--- config.mk ---
export PLATFORM = sky130hd
export DESIGN_NAME = acorn128_host_if
export DESIGN_NICKNAME = d
export VERILOG_FILES = /design/src/rtl/acorn128_host_if.sv
export SDC_FILE = /design/constraint.sdc
export NUM_CORES = 2
export LEC_CHECK = 0
export CORE_AREA = 2 2 358 360
export DETAILED_ROUTE_END_ITERATION = 10
export DIE_AREA = 0 0 360 362
export SLEW_MARGIN = 20
export SYNTH_ARGS = -nofsm -noshare
export SYNTH_HDL_FRONTEND = slang
export SYNTH_SLANG_ARGS = --single-unit
--- constraint.sdc ---
create_clock -name clk -period 2.6 [get_ports clk]
set_input_delay 0.26 -clock clk [delete_from_list [all_inputs] [get_ports clk]]
set_output_delay 0.26 -clock clk [all_outputs]
set_load 0.01 [all_outputs]
--- src/rtl/acorn128_host_if.sv ---
// rtl/acorn128_host_if.sv - word-serial host front end for acorn128_top (optional ACORN_IF_TIMEOUT_EN run timeout)
module acorn128_host_if #(
    parameter int TIMEOUT_CYCLES = 8192
) (
    input  logic         clk,
    input  logic         rst,
    input  logic         s_valid,
    output logic         s_ready,
    input  logic [31:0]  s_data,
    output logic         m_valid,
    input  logic         m_ready,
    output logic [31:0]  m_data,
    output logic         m_last,
    output logic         core_rst,
    output logic         core_start,
    output logic         core_encrypt,
    output logic [127:0] core_key,
    output logic [127:0] core_iv,
    output logic [127:0] core_ad,
    output logic [127:0] core_pt,
    output logic [63:0]  core_len,
    input  logic [127:0] core_ct,
    input  logic [127:0] core_tag,
    input  logic         core_ready,
    output logic         busy,
    output logic         err
);

    typedef enum logic [2:0] {
        IDLE,
        LOAD,
        RUN,
        DRAIN,
        RECOVER
    } state_t;

    state_t         state;
    // All load fields in arrival order; words enter at the bottom so the
    // first (most significant key) word ends up at the top after 18 shifts.
    logic [575:0]   fields;
    logic [255:0]   shreg;
    logic [4:0]     word_cnt;
    logic [2:0]     out_cnt;
    logic           rec_cnt;

`ifdef ACORN_IF_TIMEOUT_EN
    logic [15:0]    run_cnt;
    localparam logic [15:0] RUN_LIMIT = 16'(TIMEOUT_CYCLES - 1);
`else
    logic           unused_cfg;
    assign unused_cfg = ^TIMEOUT_CYCLES;
    assign err        = 1'b0;
`endif

    assign core_key = fields[575:448];
    assign core_iv  = fields[447:320];
    assign core_ad  = fields[319:192];
    assign core_pt  = fields[191:64];
    assign core_len = fields[63:0];
    assign m_data   = shreg[255:224];
    assign busy     = (state != IDLE);

    // Control FSM: load, run the core, drain results, then pulse core reset.
    always_ff @(posedge clk) begin
        if (rst) begin
            state        <= IDLE;
            fields       <= '0;
            shreg        <= '0;
            word_cnt     <= '0;
            out_cnt      <= '0;
            rec_cnt      <= 1'b0;
            s_ready      <= 1'b0;
            m_valid      <= 1'b0;
            m_last       <= 1'b0;
            core_start   <= 1'b0;
            core_encrypt <= 1'b0;
            core_rst     <= 1'b1;
`ifdef ACORN_IF_TIMEOUT_EN
            run_cnt      <= '0;
            err          <= 1'b0;
`endif
        end else begin
            case (state)
                IDLE: begin
                    core_rst <= 1'b0;
                    s_ready  <= 1'b1;
                    if (s_valid && s_ready) begin
                        fields   <= {fields[543:0], s_data};
                        word_cnt <= 5'd1;
                        state    <= LOAD;
`ifdef ACORN_IF_TIMEOUT_EN
                        err      <= 1'b0;
`endif
                    end
                end
                LOAD: begin
                    if (s_valid && s_ready) begin
                        fields <= {fields[543:0], s_data};
                        if (word_cnt == 5'd17) begin
                            word_cnt     <= '0;
                            s_ready      <= 1'b0;
                            core_start   <= 1'b1;
                            core_encrypt <= 1'b1;
                            state        <= RUN;
`ifdef ACORN_IF_TIMEOUT_EN
                            run_cnt      <= '0;
`endif
                        end else begin
                            word_cnt <= word_cnt + 5'd1;
                        end
                    end
                end
                RUN: begin
                    if (core_ready) begin
                        shreg        <= {core_ct, core_tag};
                        out_cnt      <= '0;
                        m_valid      <= 1'b1;
                        m_last       <= 1'b0;
                        core_start   <= 1'b0;
                        core_encrypt <= 1'b0;
                        state        <= DRAIN;
`ifdef ACORN_IF_TIMEOUT_EN
                    end else if (run_cnt == RUN_LIMIT) begin
                        err          <= 1'b1;
                        core_start   <= 1'b0;
                        core_encrypt <= 1'b0;
                        core_rst     <= 1'b1;
                        rec_cnt      <= 1'b0;
                        state        <= RECOVER;
                    end else begin
                        run_cnt <= run_cnt + 16'd1;
`endif
                    end
                end
                DRAIN: begin
                    if (m_valid && m_ready) begin
                        shreg   <= {shreg[223:0], 32'h0};
                        out_cnt <= out_cnt + 3'd1;
                        m_last  <= (out_cnt == 3'd6);
                        if (out_cnt == 3'd7) begin
                            m_valid  <= 1'b0;
                            m_last   <= 1'b0;
                            core_rst <= 1'b1;
                            rec_cnt  <= 1'b0;
                            state    <= RECOVER;
                        end
                    end
                end
                RECOVER: begin
                    if (rec_cnt) begin
                        core_rst <= 1'b0;
                        s_ready  <= 1'b1;
                        state    <= IDLE;
                    end else begin
                        rec_cnt <= 1'b1;
                    end
                end
                default: state <= IDLE;
            endcase
        end
    end

endmodule

After elaboration in Yosys (flattened, before gate mapping) --
Cells that the tools add are included.
Storage, ports and cells: word-level logic and storage cells 85, bits of input ports 293, output and inout bits 616, register bits 849
Operators by class: equality and inequality tests 14, add/subtract/negate cells 2, reduce and logical (&&, ||, !) cells 20, mux-type cells 38
Operator list (count):
- 256-bit two-way mux | 2
- 256-bit one-hot mux with 2 select lines | 1
- 3-bit two-way mux | 9
- 4-bit AND reduction | 4
- 5-bit two-way mux | 3
- 3-bit one-hot mux with 5 select lines | 1
- 1-bit two-way mux | 14
- 2-bit != test, second input constant | 7
- 5-bit one-hot mux with 2 select lines | 1
- 3-bit == test, second input constant | 3
- 3-bit AND reduction | 3
- 3-bit nonzero test | 3
- 1-bit one-hot mux with 2 select lines | 4
- 2-bit nonzero test | 4
- 7-bit AND reduction | 1
- 3-bit by 2-bit == test with 1-bit output, second input constant | 2
- 1-bit one-hot mux with 3 select lines | 2
- 3-bit one-hot mux with 2 select lines | 1
- 5-bit by 1-bit adder with 5-bit output, second input constant | 1
- 5-bit == test, second input constant | 1
- 3-bit by 1-bit adder with 3-bit output, second input constant | 1
- 3-bit by 1-bit == test with 1-bit output, second input constant | 1
- 3-bit logical NOT | 1
- 1-bit logical AND | 2
- 2 further kinds | 2

Depth between registers and ports, before layout --
depth in word-level cells 4, gate-level depth with buffers 8, mapped depth without buffers 7

Worst setup path before layout --
OpenSTA, ideal clock, no wires.
kind reg2reg, start register out_cnt[1], end register state[1], buffers on the path 0, data required time 2.530 ns, slack 0.875 ns, setup time 0.070 ns, arrival 1.655 ns, cell stages (with the launch flop) 8, clock period less this slack 1.725 ns, cells stage by stage dfxtp_1 > ha_1 > ha_1 > inv_1 > a222oi_1 > o221ai_2 > or3_1 > a21oi_1
On the way: cells in the longest elaborated chain, start to end 3
RTL lines:
- start: declaration | line 43 | logic [2:0] out_cnt;
- start signal: assignment | line 138 | out_cnt <= out_cnt + 3'd1;
- 3-bit == test | line 140 | if (out_cnt == 3'd7) begin
- 2-bit != test (no line)
- 7-bit AND reduction (no line)
- end signal: assignment | line 145 | state <= RECOVER;
- end signal: assignment | line 153 | state <= IDLE;
- end signal: assignment | line 158 | default: state <= IDLE;
- end: declaration | line 37 | state_t state;
Every way passes these cells. A chain may end at the register's enable or synchronous reset.

Final worst setup path --
start register state[1], end output busy
On the way: cells in the longest elaborated chain, start to end 1
RTL lines:
- start signal: assignment | line 66 | state <= IDLE;
- start signal: assignment | line 90 | state <= LOAD;
- start signal: assignment | line 104 | state <= RUN;
- 3-bit nonzero test | line 61 | assign busy = (state != IDLE);
- end: declaration | line 25 | output logic busy,
Every way passes these cells.

==> impl_metrics.toml <==
[drt]
wl_met2_um = 63060
drc_errors = 0
routed_wl_um = 129900
routed.top_layer = "met5"
wl_met3_um = 9989
avgViaCountPerCell = 4.665
met1Wirelength_um = 52070
drt_iter0_markers = 2851
final_antenna_net_count = 0
drt_pass1_iterations = 6
post_drt_wl_per_cell_um = 20.03
via_count = 30260

[setup_path]
critPathKind = "reg -> out"
endpoint_kind = "primary output"
arrival_ns = 2.13
cp_max_fo = 9
cp.required_ns = 2.34
start_kind = "flip-flop"

[layout]
multi_input_area_um2 = 12630
fillers = 13070
areaGrowthSynthToFinish_pct = 45.09
design_area_um2 = 45420
ff_latch_area_um2 = 17000
layout-drive-gt1-share_pct = 5.724
final_nets = 5048

[sta]
fin_crit_sh_pct = 91.97
period_minus_slack_ns = 2.391
relSlewSlack_pct = 57.29
setup_violations = 0
rsz0062_at_grt = "false"
fmax_ghz = 0.4182
maxSlewViolCount = 0
finalSetupTns_ns = 0
finClkSkew_ns = 0.03696
tightest_slew_ns = 0.6406
finalHoldViolCount = 0
worst_slack_ns = 0.2088

[cts]
clkSlewWorstSetupHoldPaths_ns = 0.06
cts_inserted_buffers = 96
insertion_delay_ns = 0.71
htree_levels = 3
cts_buffer_depth = 3
cts.sinks = 849
cts-root-buf = "clkbuf_16"
cts_tree = "built"
post_cts_buffers = 0

[logic_synthesis]
syn_area_um2 = 31300
synth_xor_area_share_pct = 0.02798
synth_top_area_share_pct = 54.30
syn_nets = 4289
yosysMostFrequentCell = "nand2_1"
yosys.area_share.simple_pct = 23.04
synth_mux_area_share_pct = 0
synth.avg_cell_area_um2 = 7.843
synthArstFlopShare_pct = 0
synthAdderAreaFrac_pct = 0.1999
synth_common_cells = "nand2_1 (1610), dfxtp_1 (849), a21oi_1 (587), nor2_1 (271), a311oi_1 (227)"
netlist_instances = 3991
ys_types = 37
ys_seq_area_share_pct = 54.30
synth-edff-count = 0
synth_area_leaders = "dfxtp_1 (54%), nand2_1 (19%), a21oi_1 (9.4%), a311oi_1 (6.4%), nor2_1 (3.2%)"
ys_ff_latch = 849
synth_flop_cell = "dfxtp_1"
ys_warn_count = 0
synth_top_family_by_area = "simple AND/OR/NAND/NOR gates"
synth_compound_area_share_pct = 16.92
synth_top_area_cell = "dfxtp_1"

[pwr]
ir_drop_mv = 0.4716
power_density_nw_per_um2 = 718.7
p_leak_nw = 14.95

[floorplanning]
fp-row-count = 131
dieArea_um2 = 130300
core_area_um2 = 126700
chipWidth_um = 360
io_pins = 909
die_h_um = 362
start_util_pct = 24.71

[outcome]
status = "complete, no violations"

[placed_design]
place_area_um2 = 42180
place_hpwl_um = 95950
gp_congestion = 0.8703
dp_slack_ns = 0.3577
io_buffers = 907

[job]
drv_cap = 0

[global_route]
grt_antenna_before_repair = 6
grt_pass1_vias = 28680
grt_pass1_wl_um = 188600
grt_usage_pct = 19.06
grt_max_degree = 90
grt_overflow = 0

[hold_path]
min_path_type = "in -> reg"
power by group:
part	leakage (nW)	internal [mW]	switching, mW
Clock	1.58	8.14	5.75
Sequential	6.85	13.6	0.449
Combinational	6.52	1.80	2.86
logic make-up after synthesis:
logic type,Yosys count
AO/OA/AOI/OAI,862
XOR/XNOR,1
adder cells (fa/ha/maj),5
buffers and inverters,370
flip-flops,849
other,1
AND/OR/NAND/NOR,1903
worst max-delay path, stage by stage (launching register included):
cell and delay (ns):
dfxtp_1 0.60, nor2_1 0.18, nand2_1 0.10, clkdlybuf4s50_1 0.58
registers in the layout, indices dropped and copies added (netlist names), 3 cells and up:
register,count
shreg,256
word_cnt,5
out_cnt,3
state,3
fields,576
final timing paths:
check	start	endpoint	slack (ns)	cells after the start
min reg2reg	fields[496]$_SDFFE_PP0P_	fields[528]$_SDFFE_PP0P_	0.45	2
min	s_data[22]	fields[22]$_SDFFE_PP0P_	0.11	3
max reg2reg	state[1]$_SDFFE_PP0P_	shreg[156]$_SDFFE_PP0P_	0.45	5
max	state[1]$_SDFFE_PP0P_	busy	0.21	3
cells in the final DEF (no fill, tap or decap), types with 2 or more instances in the layout:
cell type,count
a21o_1,2
a21oi_1,587
a22oi_1,35
a311oi_1,227
a41oi_1,2
buf_12,39
buf_4,78
bufinv_16,6
clkbuf_1,22
clkbuf_16,97
clkbuf_8,23
clkdlybuf4s50_1,906
clkinv_16,2
clkinv_2,12
clkinv_8,2
dfxtp_1,848
diode_2,3
ha_1,5
inv_1,6
inv_6,3
nand2_1,1610
nand3_1,3
nand3b_1,2
nor2_1,270
nor3_1,2
nor4_1,2
o21ai_0,4
or3_1,3
area by class of cell:
type	count	share of cell area [%]
Sequential cell	849	37.43
Tap cell	1662	4.579
Multi-Input combinational cell	2772	27.80
Antenna cell	3	0.01653
Inverter	6	0.04959
Clock buffer	142	6.223
Clock inverter	28	0.8706
Timing Repair Buffer	1025	23.03
per-layer routing:
metal / track usage [%] / vias to the layer above
met4: 7.917 / 6
met2: 32.58 / 1057
met1: 22.23 / 14300
li1: - / 14710
met3: 5.543 / 197
met5: 0 / -
stage by stage:
| stage | power, mW | utilization (%) | std cells | hold slack [ns] |
|---|---|---|---|---|
| CTS | 32.98 | 35.84 | 6484 | 0.03847 |
| floorplan | 17.03 | - | 3991 | 0.3960 |
| detailed placement | 19.03 | 33.29 | 6313 | 0.4457 |
| finish | 32.64 | 35.85 | 6487 | 0.1134 |
| global placement | 18.98 | 33.29 | 6313 | 0.4410 |
| global route | 33.95 | 35.85 | 6487 | 0.08612 |
repair_timing:
item	in CTS	in global routing
hold buffers	1	0
setup endpoints to repair	0	1
gates resized for setup	0	1
hold endpoints to repair	1	0
Power figures use the tool's default switching activity.
